**src/rtl/mem_wb_stage_buf.sv**
```systemverilog
// mem_wb_stage_buf
//   MEM->WB pipeline stage register. It captures {write-back control,
//   memory address, read data} under a valid/ready handshake and holds
//   it while write-back applies back-pressure. SKID=1 adds a second
//   (skid) entry so that in_ready comes straight from a flop. SKID=0 keeps
//   a single entry, and in_ready then depends combinationally on
//   out_ready. A synchronous flush kills every held entry. A saturating
//   counter records the cycles that were stalled.
//
// Parameters
//   DATA_W   read-data width
//   ADDR_W   data-memory address width
//   CTRL_W   write-back control width (bit1 RegWrite, bit0 MemToReg)
//   SKID     1: main + skid entry, registered in_ready; 0: single entry
//   STALL_W  stall counter width
//
// Ports
//   clk, rst              clock (rising edge), asynchronous active-high reset
//   flush                 synchronous kill of all held entries
//   in_valid/in_ready     upstream handshake
//   in_ctrl/addr/data     incoming payload
//   out_valid/out_ready   downstream handshake
//   out_ctrl/addr/data    outgoing payload; out_ctrl is 0 while out_valid=0
//   clr_stat              synchronous clear of stall_cnt
//   stall_cnt             count of cycles with out_valid=1 and out_ready=0
module mem_wb_stage_buf #(
    parameter int unsigned DATA_W  = 32,
    parameter int unsigned ADDR_W  = 13,
    parameter int unsigned CTRL_W  = 2,
    parameter int unsigned SKID    = 1,
    parameter int unsigned STALL_W = 16
) (
    input  logic               clk,
    input  logic               rst,
    input  logic               flush,
    input  logic               in_valid,
    output logic               in_ready,
    input  logic [CTRL_W-1:0]  in_ctrl,
    input  logic [ADDR_W-1:0]  in_addr,
    input  logic [DATA_W-1:0]  in_data,
    output logic               out_valid,
    input  logic               out_ready,
    output logic [CTRL_W-1:0]  out_ctrl,
    output logic [ADDR_W-1:0]  out_addr,
    output logic [DATA_W-1:0]  out_data,
    input  logic               clr_stat,
    output logic [STALL_W-1:0] stall_cnt
);

    logic               r_out_valid;
    logic [CTRL_W-1:0]  r_out_ctrl;
    logic [ADDR_W-1:0]  r_out_addr;
    logic [DATA_W-1:0]  r_out_data;
    logic               r_skid_valid;
    logic [CTRL_W-1:0]  r_skid_ctrl;
    logic [ADDR_W-1:0]  r_skid_addr;
    logic [DATA_W-1:0]  r_skid_data;
    logic [STALL_W-1:0] r_stall_cnt;

    logic w_in_ready;
    logic w_acc;
    logic w_pop;
    logic w_main_free;

    // SKID=1: ready comes only from the skid flop. The skid entry fills
    // only while main is held, so "skid empty" is exactly "room for one more".
    always_comb begin
        if (SKID != 0) w_in_ready = ~r_skid_valid;
        else           w_in_ready = ~r_out_valid | out_ready;
    end

    assign w_acc       = in_valid & w_in_ready;
    assign w_pop       = r_out_valid & out_ready;
    assign w_main_free = ~r_out_valid | out_ready;

    always_ff @(posedge clk or posedge rst) begin
        if (rst) begin
            r_out_valid  <= 1'b0;
            r_out_ctrl   <= '0;
            r_out_addr   <= '0;
            r_out_data   <= '0;
            r_skid_valid <= 1'b0;
            r_skid_ctrl  <= '0;
            r_skid_addr  <= '0;
            r_skid_data  <= '0;
        end else if (flush) begin
            // addr/data keep their values; only the control fields are killed
            r_out_valid  <= 1'b0;
            r_out_ctrl   <= '0;
            r_skid_valid <= 1'b0;
            r_skid_ctrl  <= '0;
        end else if (SKID != 0) begin
            if (w_main_free) begin
                if (r_skid_valid) begin
                    // The skid entry is older than any input, so it moves up
                    // first. in_ready was low, so no new input arrives here.
                    r_out_valid  <= 1'b1;
                    r_out_ctrl   <= r_skid_ctrl;
                    r_out_addr   <= r_skid_addr;
                    r_out_data   <= r_skid_data;
                    r_skid_valid <= 1'b0;
                    r_skid_ctrl  <= '0;
                end else if (w_acc) begin
                    r_out_valid <= 1'b1;
                    r_out_ctrl  <= in_ctrl;
                    r_out_addr  <= in_addr;
                    r_out_data  <= in_data;
                end else begin
                    r_out_valid <= 1'b0;
                    r_out_ctrl  <= '0;
                end
            end else if (w_acc) begin
                r_skid_valid <= 1'b1;
                r_skid_ctrl  <= in_ctrl;
                r_skid_addr  <= in_addr;
                r_skid_data  <= in_data;
            end
        end else begin
            if (w_acc) begin
                r_out_valid <= 1'b1;
                r_out_ctrl  <= in_ctrl;
                r_out_addr  <= in_addr;
                r_out_data  <= in_data;
            end else if (w_pop) begin
                r_out_valid <= 1'b0;
                r_out_ctrl  <= '0;
            end
        end
    end

    always_ff @(posedge clk or posedge rst) begin
        if (rst) begin
            r_stall_cnt <= '0;
        end else if (clr_stat) begin
            r_stall_cnt <= '0;
        end else if (r_out_valid && !out_ready && (r_stall_cnt != '1)) begin
            r_stall_cnt <= r_stall_cnt + 1'b1;
        end
    end

    assign in_ready  = w_in_ready;
    assign out_valid = r_out_valid;
    assign out_ctrl  = r_out_ctrl;
    assign out_addr  = r_out_addr;
    assign out_data  = r_out_data;
    assign stall_cnt = r_stall_cnt;

endmodule

```
**config.mk**
```make
export PLATFORM = sky130hd
export DESIGN_NAME = mem_wb_stage_buf
export DESIGN_NICKNAME = d
export VERILOG_FILES = /design/src/rtl/mem_wb_stage_buf.sv
export SDC_FILE = /design/constraint.sdc
export NUM_CORES = 1
export LEC_CHECK = 0
export BUFFER_PORTS_ARGS = -buffer_cell sky130_fd_sc_hd__buf_2
export CAP_MARGIN = 25
export CORE_MARGIN = 1
export CORE_UTILIZATION = 58
export DETAILED_ROUTE_END_ITERATION = 12
export PLACE_DENSITY_LB_ADDON = 0.1
export SYNTH_ARGS = -nofsm -noshare
export SYNTH_HDL_FRONTEND = slang
export SYNTH_SLANG_ARGS = --single-unit
export TNS_END_PERCENT = 50
```
**constraint.sdc**
```tcl
create_clock -name clk -period 7.4 [get_ports clk]
set_clock_uncertainty 0.2 [all_clocks]
set_input_delay 0.74 -clock clk [delete_from_list [all_inputs] [get_ports clk]]
set_output_delay 0.74 -clock clk [all_outputs]
set_load 0.02 [all_outputs]
```
==> qor.csv, run 1 <==
stage;metric;value;unit
yosys;Most used DFF post-synth;dfrtp_1;
sta;worst slew pin tran;0.9146;ns
yosys;flops & latches, synth;112;
cts;clock tree from TritonCTS;done;
global_routing;vias in the first global route;3602;
sta;fin crit share;0.3341;
route;DR vias/cell;5.656;
cts;clk buf depth;2;
sta;RSZ-0062 raised after global routing;no;
die;Std-Cell Rows;33;
worst_setup_path;Crit Path Max Fanout;12;
yosys;Net Count, Synth;486;
worst_setup_path;Crit. End Element;flop;
yosys;Synth Warn #;0;
yosys;top-area cell type share of the netlist area;0.5674;
sta;endpoints failing hold;0;
sta;Final min period;2.472;ns
cts;Post-CTS Setup Repair Bufs;0;
global_routing;global-route usage over all layers;0.2369;
cts;CTS Hold Buffers Added;0;
route;DR WL met3;545;um
sta;Setup Total Neg Slack;0;ns
route;Final ANT Viol Nets;0;
die;die width;94.29;um
sta;final setup fails;0;
yosys;Post-Syn Area per Cell;11.43;sq um
yosys;Async SR Flop Fraction;1.000;
yosys;Synth Cell Area;0.004940;sq mm
placement;Port-buffer cells;117;
finish;share of cells above drive strength 1;0.3456;
die;floorplan core area;0.008217;sq mm
finish;fin util;0.7031;
power_and_ir_drop;Peak VDD IR;0.1584;mV
finish;layout overhead on the synthesized area;16.95;%
power_and_ir_drop;Pwr per Cell Area;237.6;mW/mm^2
worst_setup_path;critical path class;in2reg;
route;vias after detailed routing;3671;
power_and_ir_drop;leakage;2.567;nW
global_routing;grt total ovfl;0;
sta;relative slew slack;0.3903;
outcome;status;finished, final reports clean;
route;Top Metal Used;met5;
route;DR WL met2;4825;um
route;Initial DRC Count;163;
route;DR WL/cell;15.22;um
placement;gpl congestion;0.7888;
die;I/O pin total;118;
die;Starting Density;0.6012;
sta;maximum clock rate;404.5;MHz
finish;nets;593;
yosys;Post-synth EDFFs;0;
cts;worst skew pair latency;0.36;ns
worst_setup_path;Worst EP required;7.48;ns
finish;antenna cells;0;
die;die area;0.008890;sq mm
yosys;leading cell types by count after synthesis;dfrtp_1 (112), a21oi_1 (60), nor2_1 (55);
yosys;Syn Inst Count;432;
run;max-cap viol count;0;
route;Pre-Repair DR Iteration Count;4;
route;routed wire length;9877;um
placement;half-perimeter wire length after placement;6665;um
yosys;cell accounting for the most synthesized area;dfrtp_1;
worst_setup_path;Worst EP arrival;2.55;ns
route;met1 WL;4375;um
route;Post-route DRC;0;
cts;H-tree Lvls;3;
die;height of the chip;94.29;um
global_routing;largest net degree at the start of global routing;91;
global_routing;first-pass GRT wire length;16440;um
worst_setup_path;CP startpoint kind;primary input;
yosys;most frequent cell after synthesis;dfrtp_1;
worst_setup_path;crit path from;out_ready;
worst_setup_path;reg2reg start;out_valid$_DFFE_PP0N_;
cts;clk sinks;112;
worst_setup_path;worst r2r path cells;4;
worst_hold_path;worst hold-check path type;in2async;
cts;CTS clk-pin slew, worst paths;0.11;ns
yosys;Seq/Total Area, Yosys;0.5674;
cts;post_cts resized;0;
yosys;ranking of synthesized cells by area;dfrtp_1 (57%), mux2_2 (9.8%), mux2i_1 (9.5%);
global_routing;initial antenna violation count;1;
yosys;synth unique cells;37;
cts;clk root buf;clkbuf_8;
cts;total CTS buffers;9;
sta;Max Transition Viols Final;0;
cells in the final DEF (no fill, tap or decap), drive strengths merged, types with 8 or more instances in the layout:
master,count
nand2,11
clkbuf,10
inv,10
a21oi,60
dfrtp,112
mux2,45
nand3,8
nor2,55
buf,122
mux2i,47
cell families after synthesis:
family                     synth area share
AOI/OAI and AO/OA                   0.09043
adders and majority gates          0.002533
buffers and inverters               0.02761
DFF                                  0.5674
muxes                                0.1978
and+or+nand+nor                      0.1142
flip-flops by register name (all words and copies together) (netlist names):
register / flops
stall_cnt: 16
out_data: 32
out_ctrl: 2
r_skid_ctrl: 2
r_skid_data: 32
r_skid_valid: 1
out_addr: 13
out_valid: 1
r_skid_addr: 13
per-stage QoR:
stage                     std cells  hold slack, ns  worst slack [ns]  instance area, sq um  power, mW
final                           649          0.1951             4.928                  5777      1.373
after global routing            649          0.2312             4.733                  5777      1.446
after CTS                       649          0.2049             4.966                  5777      1.390
after detailed placement        633          0.2885             4.583                  5599      1.053
after global placement          633          0.2757             4.640                  5599      1.035
after floorplan                 432          0.2640             3.501                  4940     0.9543
worst paths after layout:
path | endpoint | slack, ns
max | stall_cnt[13]$_DFFE_PP0P_ | 4.93
min | r_skid_data[18]$_DFFE_PP0P_ | 0.20
max reg2reg | stall_cnt[13]$_DFFE_PP0P_ | 4.96
min reg2reg | r_skid_data[10]$_DFFE_PP0P_ | 0.31
max in group asynchronous | r_skid_valid$_DFFE_PP0P_ | 5.49
min in group clk | r_skid_data[10]$_DFFE_PP0P_ | 0.31
power breakdown:
part / switching, mW / internal [mW]
sequential: 0.0546 / 0.716
combinational: 0.148 / 0.117
clock: 0.209 / 0.128
total: 0.411 / 0.962
per-layer routing:
metal  global-route usage  up-vias
li1                     -     1763
met1               0.3174     1809
met2               0.3841       85
met3              0.05016       12
met4              0.07692        2
met5                    0        -
cell type report:
type / instances / area, sq um
timing repair buffer: 122 / 623.1
sequential: 112 / 2804
fill: 635 / 2440
clock inverter: 6 / 50.05
inverter: 7 / 28.78
tap: 105 / 131.4
multi-input combinational: 287 / 2012
clock buffer: 10 / 127.6
critical path: stages:
cell and delay [ns]:
buf_2 0.12, nor2b_1 0.52, nand4_2 0.41, or4_1 0.58, a21oi_1 0.17
(Power assumes the default switching activity.)
==> run 2: changes to the inputs <==
--- a/config.mk
+++ b/config.mk
@@ -5,10 +5,11 @@
 export SDC_FILE = /design/constraint.sdc
 export NUM_CORES = 1
 export LEC_CHECK = 0
+export ABC_AREA = 1
 export BUFFER_PORTS_ARGS = -buffer_cell sky130_fd_sc_hd__buf_2
 export CAP_MARGIN = 25
 export CORE_MARGIN = 1
-export CORE_UTILIZATION = 58
+export CORE_UTILIZATION = 54
 export DETAILED_ROUTE_END_ITERATION = 12
 export PLACE_DENSITY_LB_ADDON = 0.1
 export SYNTH_ARGS = -nofsm -noshare
==> constraint.sdc (replaced) <==
create_clock -name clk -period 2.3 [get_ports clk]
set_clock_uncertainty 0.2 [all_clocks]
set_input_delay 0.23 -clock clk [delete_from_list [all_inputs] [get_ports clk]]
set_output_delay 0.23 -clock clk [all_outputs]
set_load 0.02 [all_outputs]
==> run 2 against run 1 <==
Against the previous run:
- hold slack lost 0.17 ns
- synthesized cell count increased by 44%
- highest routed layer is now met4
- combinational power rose to 3.6 times the previous value
- critical path depth is 4 higher
- critical path type is now reg2reg
- clock power grew to 3.3 times the previous value
- power rose to 3.3 times the previous value
==> qor.csv, run 2 <==
stage;metric;value;unit
global_routing;grt total ovfl;0;
sta;Final min period;2.168;ns
placement;placed cells;824;
finish;antenna cells;0;
yosys;post-synthesis xor/xnor area fraction;0.008678;
run;max-cap viol count;0;
yosys;post-synthesis simple-gate area fraction;0.2098;
yosys;post-synthesis mux area share;0;
yosys;cell accounting for the most synthesized area;dfrtp_1;
yosys;adder-cell area share of the yosys netlist;0.002480;
placement;Port-buffer cells;117;
route;Final ANT Viol Nets;0;
global_routing;global-route usage over all layers;0.2439;
sta;maximum clock rate;461.2;MHz
sta;Hold Worst Slack;0.02970;ns
finish;post-route insts no fill;896;
sta;endpoints failing hold;0;
worst_setup_path;Worst EP required;2.36;ns
sta;relative slew slack;0.4727;
finish;FILL cells;706;
route;DR WL met3;461;um
cts;total CTS buffers;9;
worst_setup_path;Worst EP arrival;2.23;ns
route;routed wire length;11270;um
placement;gpl congestion;0.8440;
cts;worst skew pair latency;0.37;ns
yosys;Syn Inst Count;623;
placement;Post-DP Area;0.005738;sq mm
finish;nets;837;
route;Pre-Repair DR Iteration Count;4;
yosys;Synth Warn #;0;
cts;clock tree from TritonCTS;done;
route;Initial DRC Count;181;
cts;CTS clk-pin slew, worst paths;0.11;ns
worst_setup_path;critical path class;reg2reg;
finish;layout overhead on the synthesized area;28.34;%
die;height of the chip;98.67;um
worst_setup_path;Crit Path Max Fanout;5;
route;DR vias/cell;4.936;
placement;half-perimeter wire length after placement;6968;um
worst_setup_path;max incr delay on CP;0.56;ns
finish;share of cells above drive strength 1;0.1967;
worst_setup_path;CP max stage cell;dlygate4sd3_1;
cts;H-tree Lvls;3;
global_routing;vias in the first global route;4221;
route;vias after detailed routing;4423;
yosys;most frequent cell after synthesis;nand2_1;
yosys;synth unique cells;24;
outcome;status;finished, final reports clean;
worst_setup_path;worst-path cell chain;ha_2 -> nand2_1 -> nor2_2 -> nand2_2 -> nor2_1 -> nand2_1 -> nand2_1 -> a21oi_1 -> dlygate4sd3_1;
route;DR WL met2;5678;um
die;Starting Density;0.5675;
finish;most frequent cells in the layout;nand2_1 (211), buf_2 (117), dfrtp_1 (112);
power_and_ir_drop;Pwr per Cell Area;701.2;mW/mm^2
power_and_ir_drop;Power Total;4.541;mW
yosys;ranking of synthesized cells by area;dfrtp_1 (56%), nand2_1 (16%), o21ai_0 (11%);
global_routing;first-pass GRT wire length;19150;um
power_and_ir_drop;leakage;3.512;nW
worst_setup_path;R2R setup slack;0.13;ns
die;I/O pin total;118;
worst_setup_path;CP startpoint kind;flop;
route;DR WL/cell;12.57;um
yosys;Post-synth EDFFs;0;
die;die width;98.67;um
power_and_ir_drop;Peak VDD IR;0.4125;mV
yosys;Most used DFF post-synth;dfrtp_1;
route;Top Metal Used;met4;
sta;final setup fails;0;
sta;Max Transition Viols Final;0;
die;floorplan core area;0.008891;sq mm
die;Std-Cell Rows;34;
die;die area;0.009735;sq mm
sta;Worst Setup Slack, final;0.1320;ns
yosys;compound-gate portion of the synthesized area;0.1478;
finish;commonest non-fill, non-tap cell in the layout;nand2_1;
placement;Setup WS pre-CTS;0.2935;ns
cts;clk root buf;clkbuf_8;
sta;worst slew pin tran;0.7910;ns
finish;fin util;0.7284;
yosys;Synth Cell Area;0.005046;sq mm
yosys;Seq/Total Area, Yosys;0.5554;
yosys;flops & latches, synth;112;
global_routing;largest net degree at the start of global routing;91;
route;met1 WL;5041;um
cts;clk sinks;112;
worst_hold_path;worst hold-check path type;in2reg;
finish;Final Cell Area;0.006476;sq mm
global_routing;initial antenna violation count;0;
sta;fin crit share;0.9426;
yosys;Net Count, Synth;677;
yosys;leading cell types by count after synthesis;nand2_1 (211), dfrtp_1 (112), o21ai_0 (108);
yosys;Async SR Flop Fraction;1.000;
route;Post-route DRC;0;
yosys;Post-Syn Area per Cell;8.100;sq um
worst_setup_path;cell mode on critical path;nand2_1;
yosys;largest family of logic cells by synthesized area;simple AND/OR/NAND/NOR gates;
cts;clk buf depth;2;
worst_setup_path;Crit. End Element;flop;
sta;Setup Total Neg Slack;0;ns
yosys;top-area cell type share of the netlist area;0.5554;
run 2: changes by cell type in the layout (fill, tap and decap cells not counted), moves of 35 or more:
cell,change
nor2_1,-35
a21oi_1,-58
mux2_2,-43
o21ai_0,+101
mux2i_1,-47
nand2_1,+200
dlygate4sd3_1,+53
inv_1,+59
run 2: final timing paths:
| path | from | to | cells past startpoint |
|---|---|---|---|
| max in group asynchronous | rst | out_data[29]$_DFFE_PP0P_ | 4 |
| worst max register to register | stall_cnt[0]$_DFFE_PP0P_ | stall_cnt[12]$_DFFE_PP0P_ | 9 |
| worst min register to register | out_data[23]$_DFFE_PP0P_ | out_data[23]$_DFFE_PP0P_ | 2 |
| worst max-delay path | stall_cnt[0]$_DFFE_PP0P_ | stall_cnt[12]$_DFFE_PP0P_ | 9 |
| min in group asynchronous | rst | r_skid_data[21]$_DFFE_PP0P_ | 3 |
| worst min-delay path | out_ready | out_valid$_DFFE_PP0N_ | 4 |
run 2: area by class of cell:
type                            instances  area (sq um)  share of cell area
Clock buffer                           10         127.6             0.01971
Clock inverter                          6         55.05            0.008501
Multi-Input combinational cell        412          1863              0.2877
Timing Repair Buffer                  178          1226              0.1893
Tap cell                              108         135.1             0.02087
Inverter                               70         266.5             0.04115
Sequential cell                       112          2803              0.4328
run 2: timing repair:
item	4_1_cts	5_1_grt
hold endpoints to repair	74	0
buffers inserted	0	3
resized for setup	0	1
setup endpoints to repair	0	1
hold buffers	53	0
run 2: per-layer routing:
metal	up-vias	track usage
met5	-	0
met4	0	0.04478
met3	8	0.05177
met2	105	0.4274
met1	2021	0.3168
li1	2289	-
run 2: worst max-delay path, delay by kind of cell, from the launching register on:
family                     cells  cell delay (ns)
AOI/OAI and AO/OA              1             0.05
adders and majority gates      1             0.22
buffers and inverters          1             0.56
DFF                            1             0.41
and+or+nand+nor                6             0.63
run 2: cells by family after synthesis:
| logic type | Yosys count |
|---|---|
| fa+ha+maj | 1 |
| buf+inv | 99 |
| compound gates | 147 |
| xor+xnor | 5 |
| simple gates | 259 |
| flops | 112 |
run 2: report_power, final:
| group | total, mW | switching, mW | internal (mW) |
|---|---|---|---|
| sequential | 2.49 | 0.181 | 2.31 |
| combinational | 0.948 | 0.570 | 0.378 |
| clock | 1.10 | 0.687 | 0.412 |
==> run 3: changes to the inputs <==
--- a/config.mk
+++ b/config.mk
@@ -9,7 +9,8 @@
 export BUFFER_PORTS_ARGS = -buffer_cell sky130_fd_sc_hd__buf_2
 export CAP_MARGIN = 25
 export CORE_MARGIN = 1
-export CORE_UTILIZATION = 54
+export CORE_UTILIZATION = 56
+export CTS_BUF_LIST = sky130_fd_sc_hd__clkbuf_4
 export DETAILED_ROUTE_END_ITERATION = 12
 export PLACE_DENSITY_LB_ADDON = 0.1
 export SYNTH_ARGS = -nofsm -noshare
==> run 3 against run 2 <==
Against the previous run:
- first-iteration DRC count rose by 5.0%
- combinational power is essentially flat
- utilization is 0.93 points higher
- wire length down 0.36%
- non-clock buffer count increased by 2
- sequential share of layout area is 0.29 points higher
- die area decreased by 3.5%
- largest power group unchanged
==> qor.csv, run 3 (synthesized netlist as in run 2, its figures left out) <==
stage;metric;value;unit
cts;CTS clk-pin slew, worst paths;0.17;ns
route;DR vias/cell;4.947;
power_and_ir_drop;Pint;2.927;mW
worst_setup_path;CP startpoint kind;flop;
cts;clk root buf;clkbuf_4;
sta;Final min period;2.124;ns
cts;clk sinks;112;
global_routing;grt total ovfl;0;
power_and_ir_drop;switching share of total power;0.3227;
placement;half-perimeter wire length after placement;7129;um
die;I/O pin total;118;
worst_hold_path;worst hold-check path type;in2async;
die;Std-Cell Rows;34;
route;vias after detailed routing;4442;
global_routing;global-route usage over all layers;0.2524;
worst_setup_path;reg2reg start;stall_cnt[0]$_DFFE_PP0P_;
outcome;status;finished, final reports clean;
worst_setup_path;worst r2r path cells;8;
finish;most frequent cells in the layout;nand2_1 (211), buf_2 (117), dfrtp_1 (112);
worst_setup_path;R2R setup slack;0.18;ns
sta;relative slew slack;0.4819;
worst_setup_path;Worst EP required;2.48;ns
cts;worst skew pair latency;0.44;ns
global_routing;initial antenna violation count;0;
placement;Post-DP Area;0.005733;sq mm
sta;endpoints failing hold;0;
finish;antenna cells;0;
power_and_ir_drop;Peak VDD IR;0.4322;mV
power_and_ir_drop;net switching power;1.395;mW
global_routing;vias in the first global route;4252;
die;floorplan core area;0.008721;sq mm
finish;nets;839;
worst_setup_path;Worst EP arrival;2.31;ns
sta;Hold Worst Slack;0.2081;ns
power_and_ir_drop;leakage;3.492;nW
worst_setup_path;crit path from;stall_cnt[0]$_DFFE_PP0P_;
finish;fin util;0.7377;
finish;commonest non-fill, non-tap cell in the layout;nand2_1;
placement;gpl congestion;0.8394;
global_routing;largest net degree at the start of global routing;91;
finish;layout overhead on the synthesized area;27.50;%
finish;FILL cells;669;
run;max-cap viol count;0;
route;Initial DRC Count;190;
sta;RSZ-0062 raised after global routing;no;
cts;clock tree from TritonCTS;done;
route;Post-route DRC;0;
die;Starting Density;0.5786;
worst_setup_path;Crit. End Element;flop;
power_and_ir_drop;Comb pwr share;0.219;
sta;Setup Total Neg Slack;0;ns
sta;fin crit share;0.9235;
worst_setup_path;Critical R2R Capture;stall_cnt[12]$_DFFE_PP0P_;
die;height of the chip;96.93;um
power_and_ir_drop;Power Total;4.321;mW
cts;H-tree Lvls;3;
worst_setup_path;critical path class;reg2reg;
cts;clk buf depth;2;
placement;Port-buffer cells;117;
power_and_ir_drop;Pwr per Cell Area;671.7;mW/mm^2
sta;final setup fails;0;
cts;total CTS buffers;9;
route;Final ANT Viol Nets;0;
route;DR WL/cell;12.50;um
worst_setup_path;Crit Path Max Fanout;5;
route;routed wire length;11230;um
sta;worst slew pin tran;0.7771;ns
power_and_ir_drop;Flop pwr share;0.578;
die;die area;0.009394;sq mm
power_and_ir_drop;clock share of power;0.202;
die;die width;96.93;um
global_routing;first-pass GRT wire length;19460;um
sta;Max Transition Viols Final;0;
sta;maximum clock rate;470.8;MHz
route;Pre-Repair DR Iteration Count;5;
finish;Final Cell Area;0.006434;sq mm
finish;share of cells above drive strength 1;0.1975;
[run 3: cell types whose count changed in the layout (fill, tap and decap cells not counted), moves of 2 or more]
cell | before | now
inv_6 | 2 | 0
clkbuf_8 | 9 | 0
clkinvlp_4 | 2 | 5
clkbuf_4 | 0 | 10
dlygate4sd3_1 | 53 | 55
[run 3: worst max-delay path by stage]
stage / to / slack [ns] / cells past startpoint
4_1_cts: stall_cnt[12]$_DFFE_PP0P_ / 0.11 / 8
3_3_place_gp: stall_cnt[15]$_DFFE_PP0P_ / 0.34 / 8
5_1_grt: stall_cnt[12]$_DFFE_PP0P_ / 0.02 / 9
2_1_floorplan: stall_cnt[2]$_DFFE_PP0P_ / 0.47 / 10
3_5_place_dp: stall_cnt[9]$_DFFE_PP0P_ / 0.28 / 8
6_report: stall_cnt[12]$_DFFE_PP0P_ / 0.18 / 8
[run 3: power by group through the flow]
stage / clock network [mW] / logic, mW / registers (mW)
6_report: 0.875 / 0.948 / 2.50
5_1_grt: 0.981 / 1.07 / 2.54
4_1_cts: 0.907 / 0.949 / 2.50
3_5_place_dp: 0 / 0.881 / 2.53
3_3_place_gp: 0 / 0.846 / 2.51
2_1_floorplan: 0 / 0.402 / 2.67
[run 3: layout make-up]
type | instances | area [sq um] | share of cell area
timing repair buffer | 180 | 1234 | 0.1918
tap | 108 | 135.1 | 0.02100
clock inverter | 6 | 45.04 | 0.007001
clock buffer | 10 | 75.07 | 0.01167
inverter | 70 | 266.5 | 0.04142
multi-input combinational | 412 | 1876 | 0.2915
sequential | 112 | 2803 | 0.4356
[run 3: per-stage QoR]
| stage | setup WS, ns | std cells |
|---|---|---|
| after detailed placement | 0.2816 | 825 |
| after global routing | 0.02212 | 898 |
| after CTS | 0.1110 | 896 |
| after global placement | 0.3431 | 825 |
| after floorplan | 0.4674 | 623 |
| final | 0.1759 | 898 |
[run 3: critical path: stages (launching register included)]
cell and delay (ns):
dfrtp_1 0.45, ha_2 0.23, nand2_1 0.07, nor2_2 0.15
nand2_4 0.11, nor2_4 0.10, nand3_1 0.07, a21oi_1 0.14
dlygate4sd3_1 0.55
[run 3: what timing repair did]
item	4_1_cts	5_1_grt
setup endpoints to repair	0	1
hold endpoints to repair	138	0
buffers inserted	0	2
gates resized for setup	0	4
hold buffers	55	0
[run 3: layer usage]
layer | share of wire | vias up | track usage | routed length [um]
li1 | - | 2293 | - | -
met2 | 0.49 | 93 | 0.4122 | 5462
met3 | 0.034 | 14 | 0.03902 | 379
met1 | 0.46 | 2042 | 0.3429 | 5199
met5 | 0 | - | 0 | 0
met4 | 0.016 | 0 | 0.09300 | 184
